### config.mk
export PLATFORM = sky130hd
export DESIGN_NAME = m_neg_arbiter
export DESIGN_NICKNAME = d
export VERILOG_FILES = /design/src/rtl/m_neg_arbiter_pkg.sv /design/src/rtl/m_neg_arbiter_rr_pick2.sv /design/src/rtl/m_neg_arbiter.sv
export SDC_FILE = /design/constraint.sdc
export NUM_CORES = 1
export LEC_CHECK = 0
export CORE_ASPECT_RATIO = 0.7
export CORE_MARGIN = 4
export CORE_UTILIZATION = 50
export CTS_CLUSTER_DIAMETER = 150
export DETAILED_ROUTE_END_ITERATION = 10
export DONT_BUFFER_PORTS = 1
export HOLD_SLACK_MARGIN = 0.1
export PLACE_DENSITY = 0.76
export SYNTH_ARGS = -nofsm -noshare
export SYNTH_HDL_FRONTEND = slang
export SYNTH_HIERARCHICAL = 1
export SYNTH_SLANG_ARGS = --single-unit
### constraint.sdc
create_clock -name clock -period 4.5 [get_ports clock]
set_clock_uncertainty 0.1 [all_clocks]
set_input_delay 0.9 -clock clock [delete_from_list [all_inputs] [get_ports clock]]
set_output_delay 0.9 -clock clock [all_outputs]
set_load 0.05 [all_outputs]
### src/rtl/m_neg_arbiter_pkg.sv
`default_nettype none
// +--------------------------------------------------------------------------+
// | m_neg_arbiter_pkg : shared types and defaults for the negation arbiter   |
// | Rev 1.0                                                                  |
// +--------------------------------------------------------------------------+
package m_neg_arbiter_pkg;

    localparam int unsigned c_BITLEN_DEFAULT  = 5;
    localparam int unsigned c_TIMEOUT_DEFAULT = 32;
    localparam int unsigned c_CNT_W           = 8;

    typedef logic [1:0] grant_t;

    typedef enum logic [1:0] {
        c_ST_IDLE      = 2'd0,
        c_ST_ISSUE     = 2'd1,
        c_ST_WAIT_DONE = 2'd2,
        c_ST_RESP      = 2'd3
    } arb_state_e;

endpackage
`default_nettype wire

### src/rtl/m_neg_arbiter_rr_pick2.sv
`default_nettype none
// +--------------------------------------------------------------------------+
// | m_rr_pick2 : two-way round-robin pick, one-hot grant                     |
// | Rev 1.0                                                                  |
// +--------------------------------------------------------------------------+
module m_rr_pick2
    import m_neg_arbiter_pkg::*;
(
    input  logic   i_req0,
    input  logic   i_req1,
    input  logic   i_last_served,
    output grant_t o_grant
);

    // On contention the requester that was not served last wins.
    always_comb begin
        o_grant = 2'b00;
        if (i_req0 && i_req1) begin
            o_grant = i_last_served ? 2'b01 : 2'b10;
        end else if (i_req0) begin
            o_grant = 2'b01;
        end else if (i_req1) begin
            o_grant = 2'b10;
        end
    end

endmodule
`default_nettype wire

### src/rtl/m_neg_arbiter.sv
`default_nettype none
// +--------------------------------------------------------------------------+
// | m_neg_arbiter : round-robin arbiter sharing one 2's-complement unit      |
// | Rev 1.0                                                                  |
// +--------------------------------------------------------------------------+
module m_neg_arbiter
    import m_neg_arbiter_pkg::*;
#(
    parameter int unsigned BITLEN  = c_BITLEN_DEFAULT,
    parameter int unsigned TIMEOUT = c_TIMEOUT_DEFAULT
) (
    input  logic              clock,
    input  logic              reset,
    input  logic              req0,
    input  logic              req1,
    input  logic [BITLEN-1:0] req0_data,
    input  logic [BITLEN-1:0] req1_data,
    output logic              grant0,
    output logic              grant1,
    output logic [BITLEN-1:0] rsp_data,
    output logic              rsp0_valid_pulse,
    output logic              rsp1_valid_pulse,
    output logic              rsp_err,
    output logic [BITLEN-1:0] tog_in,
    output logic              tog_in_valid_pulse,
    input  logic              mod_busy,
    input  logic [BITLEN-1:0] tog_out,
    input  logic              tog_out_valid_pulse,
    output logic              arb_busy
);

    localparam logic [c_CNT_W-1:0] c_CNT_LAST = c_CNT_W'(TIMEOUT - 1);

    arb_state_e          r_state_q,    w_state_d;
    logic [c_CNT_W-1:0]  r_cnt_q,      w_cnt_d;
    grant_t              r_grant_q,    w_grant_d;
    logic [BITLEN-1:0]   r_tog_in_q,   w_tog_in_d;
    logic [BITLEN-1:0]   r_rsp_data_q, w_rsp_data_d;
    logic                r_err_q,      w_err_d;
    logic                r_last_q,     w_last_d;
    grant_t              w_pick;

    m_rr_pick2 u_pick (
        .i_req0        (req0),
        .i_req1        (req1),
        .i_last_served (r_last_q),
        .o_grant       (w_pick)
    );

    always_ff @(posedge clock) begin
        if (reset) begin
            r_state_q    <= c_ST_IDLE;
            r_cnt_q      <= '0;
            r_grant_q    <= 2'b00;
            r_tog_in_q   <= '0;
            r_rsp_data_q <= '0;
            r_err_q      <= 1'b0;
            r_last_q     <= 1'b1;
        end else begin
            r_state_q    <= w_state_d;
            r_cnt_q      <= w_cnt_d;
            r_grant_q    <= w_grant_d;
            r_tog_in_q   <= w_tog_in_d;
            r_rsp_data_q <= w_rsp_data_d;
            r_err_q      <= w_err_d;
            r_last_q     <= w_last_d;
        end
    end

    always_comb begin
        w_state_d    = r_state_q;
        w_cnt_d      = r_cnt_q;
        w_grant_d    = r_grant_q;
        w_tog_in_d   = r_tog_in_q;
        w_rsp_data_d = r_rsp_data_q;
        w_err_d      = r_err_q;
        w_last_d     = r_last_q;
        case (r_state_q)
            c_ST_IDLE: begin
                w_cnt_d = '0;
                // The unit has no reset of its own, so never issue while it is busy.
                if ((req0 || req1) && !mod_busy) begin
                    w_grant_d  = w_pick;
                    w_tog_in_d = w_pick[1] ? req1_data : req0_data;
                    w_err_d    = 1'b0;
                    w_state_d  = c_ST_ISSUE;
                end
            end
            c_ST_ISSUE: begin
                w_cnt_d   = '0;
                w_state_d = c_ST_WAIT_DONE;
            end
            c_ST_WAIT_DONE: begin
                if (tog_out_valid_pulse) begin
                    w_rsp_data_d = tog_out;
                    w_err_d      = 1'b0;
                    w_state_d    = c_ST_RESP;
                end else if (r_cnt_q == c_CNT_LAST) begin
                    w_rsp_data_d = '0;
                    w_err_d      = 1'b1;
                    w_state_d    = c_ST_RESP;
                end else begin
                    w_cnt_d = r_cnt_q + 1'b1;
                end
            end
            c_ST_RESP: begin
                w_last_d  = r_grant_q[1];
                w_grant_d = 2'b00;
                w_cnt_d   = '0;
                w_state_d = c_ST_IDLE;
            end
            default: begin
                w_grant_d = 2'b00;
                w_cnt_d   = '0;
                w_state_d = c_ST_IDLE;
            end
        endcase
    end

    // Outputs are forced low combinationally so they are quiet for the whole reset window.
    assign grant0             = !reset && r_grant_q[0];
    assign grant1             = !reset && r_grant_q[1];
    assign tog_in             = reset ? '0 : r_tog_in_q;
    assign tog_in_valid_pulse = !reset && (r_state_q == c_ST_ISSUE);
    assign rsp0_valid_pulse   = !reset && (r_state_q == c_ST_RESP) && r_grant_q[0];
    assign rsp1_valid_pulse   = !reset && (r_state_q == c_ST_RESP) && r_grant_q[1];
    assign rsp_err            = !reset && (r_state_q == c_ST_RESP) && r_err_q;
    assign rsp_data           = reset ? '0 : r_rsp_data_q;
    assign arb_busy           = !reset && (r_state_q != c_ST_IDLE);

endmodule
`default_nettype wire

; ---- Yosys cells after proc, flatten, opt, wreduce, memory -nomap -nowiden
; Cells that the tools add are included.
[totals]
regBits = 24
in_bits = 21
word_cells = 63
[op_classes]
addsub = 1
eq_ne = 8
muxes = 22
reduce_logical = 25
[op_table]
columns = op, count
row1 = $mux 5, 5
row2 = $mux 2, 8
row3 = $mux 8, 2
row4 = $pmux 8 s2, 1
row5 = $logic_and 1x1->1, 10
row6 = $reduce_and 2->1, 5
row7 = $add 8x1->8 const B, 1
row8 = $eq 8x5->1 const B, 1
row9 = $pmux 2 s4, 1
row10 = $reduce_bool 2->1, 4
row11 = $ne 2x2->1 const B, 3
row12 = $eq 2x2->1 const B, 2
row13 = $pmux 2 s2, 1
row14 = $mux 1, 3
row15 = $ne 3x3->1 const B, 1
row16 = $reduce_and 3->1, 1
row17 = $reduce_or 3->1, 1
row18 = $eq 2x1->1 const B, 1
row19 = $logic_not 1->1, 2
row20 = $logic_not 2->1, 1
row21 = $pmux 1 s2, 1
row22 = $logic_or 1x1->1, 1

; ---- Depth between registers and ports, before layout
; Gate-level depths: netlist (run 1).
[logic_depth]
ltp_word = 5
mapped_depth = 7
mapped_depth_nobuf = 6

; ---- By module
; Netlist (run 1), hierarchy kept.
[modules_own_cells]
columns = module, n_inst, cells_each, area_each_um2, seq_area_each_um2
row1 = m_neg_arbiter, 1, 151, 1306.3, 480.5
row2 = m_rr_pick2, 1, 3, 18.8, 0.0

; ---- Worst setup path before layout (run 1)
; No wires, ideal clock.
[synth_timing]
kind = in2out
from = input reset
to = output arb_busy
t_arrival_ns = 1.963
t_required_ns = 3.500
setup_slack_ns = 1.537
stages = 3
n_path_buf = 2
path_cell_list = clkbuf_1 -> buf_1 -> nor2_1
[synth_via]
elab_chain_cells = 2
[synth_lines]
columns = item, line_no
row1 = from (decl), m_neg_arbiter.sv:13  ; input logic reset,
row2 = $logic_not 1->1, m_neg_arbiter.sv:129  ; assign arb_busy = !reset && (r_state_q != c_ST_IDLE);
row3 = $logic_and 1x1->1, m_neg_arbiter.sv:129
row4 = to (decl), m_neg_arbiter.sv:29  ; output logic arb_busy
; No other way between the ends.

; ---- Final worst setup path (run 1)
[layout_timing]
from = register r_state_q[0]
to = output arb_busy
[layout_via]
elab_chain_cells = 2
[layout_lines]
columns = item, line_no
row1 = from (decl), m_neg_arbiter.sv:34  ; arb_state_e r_state_q, w_state_d;
row2 = from (signal assigned), m_neg_arbiter.sv:52  ; r_state_q <= c_ST_IDLE;
row3 = from (signal assigned), m_neg_arbiter.sv:60  ; r_state_q <= w_state_d;
row4 = $reduce_bool 2->1, m_neg_arbiter.sv:129
row5 = $logic_and 1x1->1, m_neg_arbiter.sv:129
; No other way between the ends.

==> metrics.csv, run 1 <==
stage,metric,value,unit
min_path,Hold WC Path Type,register to register,
sta,Hold WS,379,ps
setup_path,CP endpoint kind,output pin,
power,PwrDens,499,nW/µm²
sta,endpoints failing setup,0,
detailed_routing,wire length per cell,13.7,µm
setup_path,CP Launch Type,register,
yosys,dominant synthesized flop cell,dfxtp_1,
sta,Final Critical Period,2740,ps
detailed_routing,initial DRC count,28,
cells_and_area,fill cell count,230,
yosys,synthesized flop and latch total,24,
die,number of cell rows,15,
job,Max Cap Violations,0,
placement,number of port buffers,0,
yosys,Mean Syn Cell Area,8.60,µm²
clock_tree,clock slew at reported path FFs,80,ps
yosys,Syn Inst Count,154,
sta,Final period util,0.610,
detailed_routing,# DRC,0,
placement,routability congestion estimate,0.855,
setup_path,worst path arrival time,1740,ps
die,full die area,3550,µm²
yosys,number of synthesized flops with an enable pin,0,
setup_path,WS Path Type,register to output pin,
global_routing,largest net degree at the start of global routing,35,
yosys,top cell type's share of synthesized area,0.363,
global_routing,wire length of the first global-routing pass,4420,µm
outcome,status,"finished, final reports clean",
sta,Final Max Slew Viols,0,
yosys,synth top area cells,"dfxtp_1 (36%), nor2b_1 (6.6%), ha_1 (5.7%)",
die,Die X,69.5,µm
power,Leakage Power,0.536,nW
power,maximum vdd ir drop,0.269,mV
yosys,Post-synth ARST share,0,
yosys,sequential-to-total area share from yosys stat,0.363,
setup_path,worst path required time,3500,ps
detailed_routing,1st-pass router iterations,4,
setup_path,Top Family by Delay on Critical Path,simple AND/OR/NAND/NOR gates,
detailed_routing,Antenna Nets Post-Route,0,
cells_and_area,diode count,0,
placement,detailed placement HPWL,1950,µm
sta,RSZ-0062 raised after global routing,no,
clock_tree,CTS-repair resized insts,0,
setup_path,Worst Path Buf+Inv,1,
sta,Worst-Margin Slew,1120,ps
setup_path,"critical path, cell by cell","inv_1, ha_1, nor2_1",
clock_tree,hold_buf cts,0,
clock_tree,Clock Sink Count,24,
die,initial core utilization,0.531,
detailed_routing,post-DR vias/cell,5.65,
clock_tree,CTS tree,yes,
yosys,Synth Warn #,6,
die,core area,2500,µm²
clock_tree,root buffer cell,clkbuf_8,
global_routing,total grt overflow,0,
setup_path,CP max-delay cell,nor2_1,
yosys,most common cell in the synthesized netlist,dfxtp_1,
die,# IOs,38,
sta,setup TNS,0,ps
setup_path,CP max stage delay,710,ps
yosys,commonest cells in the netlist,"dfxtp_1 (24), nand2_1 (19), nor2b_1 (14)",
sta,Highest Clock Rate,364,MHz
cells_and_area,share of cells above drive strength 1,0.0724,
die,Die H,51.1,µm
cells_and_area,Nets,180,
detailed_routing,Vias,1050,
clock_tree,clk_lat worst skew,260,ps
yosys,"area leader, netlist",dfxtp_1,
yosys,mapped cell area,1330,µm²
clock_tree,Post-CTS Setup Bufs,0,
yosys,Netlist cell types,44,
global_routing,initial antenna violation count,0,
cells_and_area,Syn-to-layout area delta,5.10,%
sta,relative slew slack,0.249,
clock_tree,total CTS buffers,3,
sta,Final Hold Vio Count,0,
setup_path,worst-path maximum fanout,7,
clock_tree,Bufs on Longest Clock Path,2,
global_routing,Total GRT Usage,0.154,
detailed_routing,Routed Wire Length,2550,µm
clock_tree,H-tree levels,1,
yosys,syn nets,181,
global_routing,vias in the first global route,1039,
metrics by stage:
stage          cell area, µm²  power [mW]   util  std cells  setup WS [ps]
2_1_floorplan            1330       0.524      -        154           1540
3_3_place_gp             1340       0.550  0.536        182           1850
3_5_place_dp             1340       0.559  0.536        182           1840
4_1_cts                  1390       0.705  0.558        186           1730
5_1_grt                  1390       0.746  0.558        186           1640
6_report                 1390       0.695  0.558        186           1760
placed cells by master, fill, tap and decap left out, types with 2 or more instances in the layout:
cell type	synthesis	routed
o31ai_1	2	2
a211oi_1	5	5
nand3b_1	2	2
nand3_1	2	2
mux2i_1	7	7
ha_1	6	6
nor4_1	2	2
a31o_1	3	3
clkbuf_8	0	4
nand2_1	19	19
nor4b_1	2	2
nor2_1	10	10
a21oi_1	4	4
and2_1	4	4
inv_1	8	8
or4_1	2	2
a21boi_0	2	2
o21bai_1	3	3
nand2b_1	5	5
nor2b_1	14	14
dfxtp_1	24	24
o21ai_0	2	2
worst paths after layout:
kind / start / end / slack, ps / depth (start not counted)
setup / recovery: r_state_q[0]$_SDFFE_PP0P_ / arb_busy / 1760 / 3
hold / removal: r_cnt_q[1]$_SDFFE_PP0P_ / r_cnt_q[1]$_SDFFE_PP0P_ / 380 / 2
setup reg to reg: r_state_q[0]$_SDFFE_PP0P_ / r_cnt_q[4]$_SDFFE_PP0P_ / 2490 / 6
hold reg to reg: r_cnt_q[1]$_SDFFE_PP0P_ / r_cnt_q[1]$_SDFFE_PP0P_ / 380 / 2
worst register-to-register path, cell delays in order (launching register included):
cell and delay, ps:
dfxtp_1 350, inv_1 110, ha_1 250, or4b_4 510, o211ai_2 310, nor4b_1 100
a31o_1 190
where the power goes:
part	switching, mW	internal, mW	total (mW)
clock network	0.0645	0.0780	0.143
registers	0.0217	0.245	0.267
logic	0.189	0.0969	0.286
registers in the layout, summed over array words and instances (netlist names):
signal and cells:
r_cnt_q 8, r_grant_q 2, r_last_q 1, r_state_q 2
r_err_q 1, r_tog_in_q 5, r_rsp_data_q 5
metal layers:
| layer | GRT usage | wire length (µm) |
|---|---|---|
| met1 | 0.175 | 1220 |
| met2 | 0.264 | 1130 |
| met3 | 0.0589 | 164 |
| met4 | 0.0584 | 36 |
| met5 | 0 | 0 |
layout make-up:
cell class                 count  area (µm²)  share of cell area
inverter                       9        33.8              0.0243
tap                           34        42.5              0.0305
multi-input combinational    115         781               0.561
clock buffer                   4        55.1              0.0395
sequential                    24         480               0.345
logic make-up (layout without fill, tap and decap cells):
family	count (synthesis)	in the layout	share of synthesized area
compound gates	34	34	0.201
simple gates	68	68	0.279
mux	7	7	0.0529
fa+ha+maj	6	6	0.0567
flops	24	24	0.363
buf+inv	15	13	0.0482
No activity file was read; power rests on OpenSTA's default activity.
==> inputs of run 2 (changes only) <==
--- a/config.mk
+++ b/config.mk
@@ -12,7 +12,7 @@
 export DETAILED_ROUTE_END_ITERATION = 10
 export DONT_BUFFER_PORTS = 1
 export HOLD_SLACK_MARGIN = 0.1
-export PLACE_DENSITY = 0.76
+export PLACE_DENSITY = 0.79
 export SYNTH_ARGS = -nofsm -noshare
 export SYNTH_HDL_FRONTEND = slang
 export SYNTH_HIERARCHICAL = 1
==> constraint.sdc (replaced) <==
create_clock -name clock -period 2.45 [get_ports clock]
set_clock_uncertainty 0.1 [all_clocks]
set_input_delay 0.49 -clock clock [delete_from_list [all_inputs] [get_ports clock]]
set_output_delay 0.49 -clock clock [all_outputs]
set_load 0.05 [all_outputs]
==> run 2 against run 1 <==
Compared with the run above:
- register-to-register slack got worse by 2100 ps
- sequential cell count unchanged
- sequential share of layout area is 2.9 points lower
- hold slack worse by 200 ps
- wire length grew 20%
- power up 110%
- clock power increased by 150%
- critical path depth did not move
- sequential power grew 83%
- core utilization increased by 5.2 points
- critical path type unchanged
- highest routed layer unchanged
==> metrics.csv, run 2 (synthesis gave the netlist of run 1 again) <==
stage,metric,value,unit,change
outcome,status,"finished, final reports clean",,
setup_path,CP Launch Type,register,,
clock_tree,H-tree levels,1,,unchanged
power,Leakage Power,0.623,nW,+16%
clock_tree,CTS-repair resized insts,0,,unchanged
cells_and_area,"commonest non-fill, non-tap cell in the layout",dfxtp_1,,
sta,Worst Slack Setup Final,244,ps,-1510 ps
die,Die X,69.5,µm,unchanged
sta,Final Max Slew Viols,0,,unchanged
detailed_routing,Vias,1173,,+12%
global_routing,initial antenna violation count,0,,unchanged
setup_path,worst path required time,1860,ps,-1640 ps
min_path,Worst Hold Path Cells,1,,-1
global_routing,wire length of the first global-routing pass,4940,µm,+12%
sta,Hold WS,182,ps,-197 ps
detailed_routing,post-DR vias/cell,5.84,,+3.4%
detailed_routing,1st-pass router iterations,4,,unchanged
power,PwrDens,945,nW/µm²,+89%
setup_path,worst reg2reg setup slack,400,ps,-2090 ps
job,Max Cap Violations,0,,unchanged
sta,RSZ-0062 raised after global routing,no,,
cells_and_area,final design instance area without fill,1520,µm²,+9.3%
detailed_routing,Routed Wire Length,3080,µm,+20%
global_routing,largest net degree at the start of global routing,35,,unchanged
placement,detailed placement HPWL,2280,µm,+17%
sta,Final period util,0.900,,
clock_tree,root buffer cell,clkbuf_8,,
cells_and_area,top flop regs,"r_cnt_q: 8 flops, r_rsp_data_q: 5 flops, r_tog_in_q: 5 flops",,
clock_tree,hold_buf cts,0,,unchanged
detailed_routing,# DRC,0,,unchanged
cells_and_area,max reg flops,8,,unchanged
placement,pre-CTS setup slack,400,ps,-1440 ps
global_routing,Total GRT Usage,0.172,,+0.0186
setup_path,worst path arrival time,1620,ps,-120 ps
cells_and_area,largest reg by FF count,r_cnt_q,,
setup_path,WS Path Type,register to output pin,,
sta,Worst-Margin Slew,736,ps,-381 ps
sta,Final Hold Vio Count,0,,unchanged
power,maximum vdd ir drop,0.558,mV,+110%
die,Die H,51.1,µm,unchanged
sta,Highest Clock Rate,453,MHz,
global_routing,vias in the first global route,1098,,+5.7%
setup_path,worst flop-to-flop path startpoint,r_state_q[0]$_SDFFE_PP0P_,,
clock_tree,Clock Sink Count,24,,unchanged
clock_tree,Bufs on Longest Clock Path,2,,unchanged
setup_path,Reg2Reg Depth,6,,unchanged
cells_and_area,Final Core Density,0.610,,+0.0516
die,number of cell rows,15,,unchanged
die,initial core utilization,0.531,,unchanged
cells_and_area,Syn-to-layout area delta,14.8,%,
setup_path,RR Endpoint,r_cnt_q[7]$_SDFFE_PP0P_,,
cells_and_area,Nets,195,,+8.3%
min_path,Hold Crit Endpoint,r_cnt_q[1]$_SDFFE_PP0P_,,
detailed_routing,initial DRC count,88,,+210%
min_path,Hold WC Path Type,primary input to register,,
sta,Final Critical Period,2210,ps,
sta,endpoints failing setup,0,,unchanged
cells_and_area,share of cells above drive strength 1,0.156,,+0.0833
clock_tree,CTS tree,yes,,
clock_tree,Post-CTS Setup Bufs,0,,unchanged
clock_tree,clk_lat worst skew,270,ps,about the same
placement,number of port buffers,0,,unchanged
cells_and_area,most frequent cells in the layout,"dfxtp_1 (24), nand2_1 (19), buf_4 (15), nor2b_1 (14), nor2_1 (10)",,
detailed_routing,wire length per cell,15.3,µm,+11%
placement,Post-Place Cell Area,1450,µm²,+8.4%
setup_path,worst-path maximum fanout,5,,-2
clock_tree,clock slew at reported path FFs,90,ps,about the same
clock_tree,total CTS buffers,3,,unchanged
die,core area,2500,µm²,unchanged
detailed_routing,Antenna Nets Post-Route,0,,unchanged
global_routing,total grt overflow,0,,unchanged
cells_and_area,diode count,0,,unchanged
die,full die area,3550,µm²,unchanged
min_path,hold_sp,reset,,
placement,routability congestion estimate,0.719,,-16%
sta,setup TNS,0,ps,unchanged
setup_path,CP endpoint kind,output pin,,
die,# IOs,38,,unchanged
sta,relative slew slack,0.508,,+0.259
run 2: final cells by class:
type | instances | area, µm²
fill | 212 | 975
multi-input combinational | 115 | 781
sequential | 24 | 480
timing repair buffer | 15 | 113
tap | 34 | 42.5
clock buffer | 3 | 41.3
inverter | 9 | 33.8
clock inverter | 1 | 30.0
run 2: per-stage QoR:
stage | instances | power (mW)
final | 201 | 1.44
after global routing | 201 | 1.52
after global placement | 197 | 1.05
after CTS | 201 | 1.44
after floorplan | 154 | 0.963
after detailed placement | 197 | 1.09
run 2: critical path, cell delays in order (launching register included):
cell and delay [ps]:
dfxtp_1 400, ha_1 270, nor2b_1 210, and2_1 460
run 2: routing by layer:
layer  share of wire  up-vias  GRT usage
li1                -      566          -
met1            0.42      567      0.197
met2            0.51       36      0.324
met3           0.067        4     0.0530
met4          0.0055        0     0.0260
met5               0        -          0
run 2: worst max path at each step:
stage	from	to	slack [ps]	cells after the start
global placement	r_state_q[0]$_SDFFE_PP0P_	r_cnt_q[7]$_SDFFE_PP0P_	540	6
global route	r_state_q[1]$_SDFFE_PP0P_	rsp_err	140	3
detailed placement	r_state_q[0]$_SDFFE_PP0P_	r_cnt_q[7]$_SDFFE_PP0P_	400	6
floorplan	reset	arb_busy	310	3
CTS	r_state_q[1]$_SDFFE_PP0P_	rsp0_valid_pulse	230	3
finish	r_state_q[1]$_SDFFE_PP0P_	rsp0_valid_pulse	240	3
run 2: report_power, final:
group / total [mW] / internal [mW] / switching (mW)
combinational: 0.598 / 0.220 / 0.378
clock: 0.351 / 0.219 / 0.132
sequential: 0.489 / 0.450 / 0.0386
total: 1.44 / 0.889 / 0.549
==> inputs of run 3 (changes only) <==
--- a/config.mk
+++ b/config.mk
@@ -5,14 +5,15 @@
 export SDC_FILE = /design/constraint.sdc
 export NUM_CORES = 1
 export LEC_CHECK = 0
+export CAP_MARGIN = 20
 export CORE_ASPECT_RATIO = 0.7
 export CORE_MARGIN = 4
-export CORE_UTILIZATION = 50
+export CORE_UTILIZATION = 55
 export CTS_CLUSTER_DIAMETER = 150
 export DETAILED_ROUTE_END_ITERATION = 10
 export DONT_BUFFER_PORTS = 1
 export HOLD_SLACK_MARGIN = 0.1
-export PLACE_DENSITY = 0.79
+export PLACE_DENSITY = 0.84
 export SYNTH_ARGS = -nofsm -noshare
 export SYNTH_HDL_FRONTEND = slang
 export SYNTH_HIERARCHICAL = 1
==> run 3 against run 2 <==
Compared with the run above:
- core utilization is 6.7 points higher
- critical path depth stayed put
- global-route usage is 0.37 points higher
- clock-buffer cell count is 1 higher
- sequential cell count stayed put
- worst setup slack worse by 94 ps
- die area is 7.9% lower
- wire length is 4.8% lower
- design area is 1.2% lower
- non-clock buffer count is 2 higher
- hold slack worse by 41 ps
- largest cell class unchanged
==> metrics.csv, run 3 (synthesis gave the netlist of run 1 again) <==
stage,metric,value,unit,change
detailed_routing,Vias,1162,,-0.94%
setup_path,Reg2Reg Depth,6,,unchanged
power,clock share of power,0.159,,-0.085
setup_path,worst path arrival time,1710,ps,+90 ps
sta,Final Hold Vio Count,0,,unchanged
die,number of cell rows,14,,-1
sta,endpoints failing setup,0,,unchanged
clock_tree,clock slew at reported path FFs,120,ps,+30 ps
clock_tree,total CTS buffers,3,,unchanged
setup_path,CP endpoint kind,output pin,,
power,part of the power in registers,0.380,,+0.040
setup_path,worst reg2reg setup slack,380,ps,-20 ps
outcome,status,"finished, final reports clean",,
clock_tree,Post-CTS Setup Bufs,0,,unchanged
sta,Final Critical Period,2300,ps,+94.3 ps
cells_and_area,"commonest non-fill, non-tap cell in the layout",dfxtp_1,,
setup_path,worst-path maximum fanout,5,,unchanged
cells_and_area,fill cell count,182,,-14%
min_path,Worst Hold Path Cells,1,,unchanged
die,core area,2220,µm²,-11%
clock_tree,hold_buf cts,0,,unchanged
clock_tree,Bufs on Longest Clock Path,2,,unchanged
sta,Final Max Slew Viols,0,,unchanged
power,Leakage Power,0.617,nW,-1.0%
sta,RSZ-0062 raised after global routing,no,,
setup_path,CP Launch Type,register,,
global_routing,initial antenna violation count,0,,unchanged
cells_and_area,diode count,0,,unchanged
sta,Worst-Margin Slew,728,ps,-7.88 ps
cells_and_area,fin cells,201,,unchanged
cells_and_area,top flop regs,"r_cnt_q: 8 flops, r_rsp_data_q: 5 flops, r_tog_in_q: 5 flops",,
placement,number of port buffers,0,,unchanged
global_routing,wire length of the first global-routing pass,4470,µm,-9.5%
min_path,Hold WC Path Type,primary input to register,,
sta,Highest Clock Rate,435,MHz,-4.1%
clock_tree,root buffer cell,clkbuf_4,,
sta,relative slew slack,0.513,,+0.00527
placement,routability congestion estimate,0.902,,+25%
detailed_routing,wire length per cell,14.6,µm,-4.8%
sta,Final period util,0.939,,+0.0385
job,Max Cap Violations,0,,unchanged
detailed_routing,initial DRC count,60,,-32%
min_path,Hold Crit Endpoint,r_tog_in_q[2]$_SDFFE_PP0P_,,
global_routing,Total GRT Usage,0.176,,+0.00372
cells_and_area,Multi-input gate area,781,µm²,unchanged
cells_and_area,Final Core Density,0.676,,+0.0665
clock_tree,Clock Sink Count,24,,unchanged
setup_path,worst flop-to-flop path startpoint,r_state_q[0]$_SDFFE_PP0P_,,
power,Net Sw Frac,0.410,,+0.0278
die,full die area,3270,µm²,-7.9%
die,Die H,49.1,µm,-3.9%
clock_tree,CTS-repair resized insts,0,,unchanged
global_routing,largest net degree at the start of global routing,35,,unchanged
cells_and_area,Nets,197,,+1.0%
cells_and_area,largest reg by FF count,r_cnt_q,,
placement,detailed placement HPWL,2180,µm,-4.0%
cells_and_area,max reg flops,8,,unchanged
power,Psw,0.529,mW,-3.6%
detailed_routing,# DRC,0,,unchanged
global_routing,total grt overflow,0,,unchanged
cells_and_area,sequential cell area,480,µm²,unchanged
cells_and_area,most frequent cells in the layout,"dfxtp_1 (24), nand2_1 (19), buf_4 (15), nor2b_1 (14), nor2_1 (10)",,
setup_path,worst path required time,1860,ps,about the same
power,PwrDens,858,nW/µm²,-9.1%
clock_tree,H-tree levels,1,,unchanged
detailed_routing,Routed Wire Length,2930,µm,-4.8%
cells_and_area,Syn-to-layout area delta,13.5,%,
detailed_routing,Antenna Nets Post-Route,0,,unchanged
cells_and_area,share of cells above drive strength 1,0.154,,-0.00184
min_path,hold_sp,reset,,
power,combinational share of power,0.460,,+0.044
setup_path,WS Path Type,register to output pin,,
power,cell-internal power,0.762,mW,-14%
clock_tree,clk_lat worst skew,320,ps,+50 ps
placement,dpl cells,195,,-1.0%
clock_tree,CTS tree,yes,,
detailed_routing,1st-pass router iterations,4,,unchanged
die,initial core utilization,0.596,,+0.0648
sta,setup TNS,0,ps,unchanged
setup_path,RR Endpoint,r_cnt_q[3]$_SDFFE_PP0P_,,
detailed_routing,post-DR vias/cell,5.78,,-0.94%
global_routing,vias in the first global route,1005,,-8.5%
die,# IOs,38,,unchanged
die,Die X,66.7,µm,-4.1%
power,maximum vdd ir drop,0.469,mV,-16%
[run 3: cell types whose count changed in the layout (fill, tap and decap cells not counted), sizes merged]
| cell | before | now |
|---|---|---|
| clkbuf | 3 | 4 |
| dlygate4sd3 | 0 | 2 |
| bufinv | 1 | 0 |
[run 3: per-stage QoR]
step	hold WS, ps	instance area (µm²)	power (mW)	worst slack (ps)
floorplan	345	1330	0.963	307
global placement	351	1450	1.05	544
detailed placement	357	1450	1.09	435
CTS	106	1480	1.29	132
global route	104	1500	1.38	33.5
finish	141	1500	1.29	150
[run 3: how the worst max path moves through the flow]
stage,to,start,depth (start not counted)
3_5_place_dp,r_cnt_q[3]$_SDFFE_PP0P_,r_state_q[0]$_SDFFE_PP0P_,6
3_3_place_gp,r_cnt_q[4]$_SDFFE_PP0P_,r_state_q[0]$_SDFFE_PP0P_,6
5_1_grt,rsp_err,r_state_q[1]$_SDFFE_PP0P_,3
2_1_floorplan,arb_busy,reset,3
4_1_cts,rsp1_valid_pulse,r_state_q[1]$_SDFFE_PP0P_,3
6_report,rsp1_valid_pulse,r_state_q[1]$_SDFFE_PP0P_,3
[run 3: power by group through the flow]
stage | sequential, mW | clock, mW | combinational (mW)
2_1_floorplan | 0.489 | 0 | 0.474
5_1_grt | 0.499 | 0.232 | 0.649
3_5_place_dp | 0.500 | 0 | 0.587
6_report | 0.491 | 0.205 | 0.594
4_1_cts | 0.490 | 0.214 | 0.590
3_3_place_gp | 0.494 | 0 | 0.554
[run 3: layer usage]
metal | global-route usage | vias to the layer above | wire [µm]
li1 | - | 573 | -
met1 | 0.212 | 534 | 1210
met2 | 0.283 | 45 | 1370
met3 | 0.0645 | 10 | 265
met4 | 0.0676 | 0 | 75
met5 | 0 | - | 0
[run 3: critical path: stages (launching register included)]
cell and delay [ps]:
dfxtp_1 430, ha_1 290, nor2b_1 210, and2_1 470
[run 3: final cells by class]
class                      instances  share of cell area
tap                               32              0.0266
clock buffer                       4              0.0241
timing repair buffer              17              0.0882
sequential                        24               0.319
inverter                           9              0.0225
multi-input combinational        115               0.519
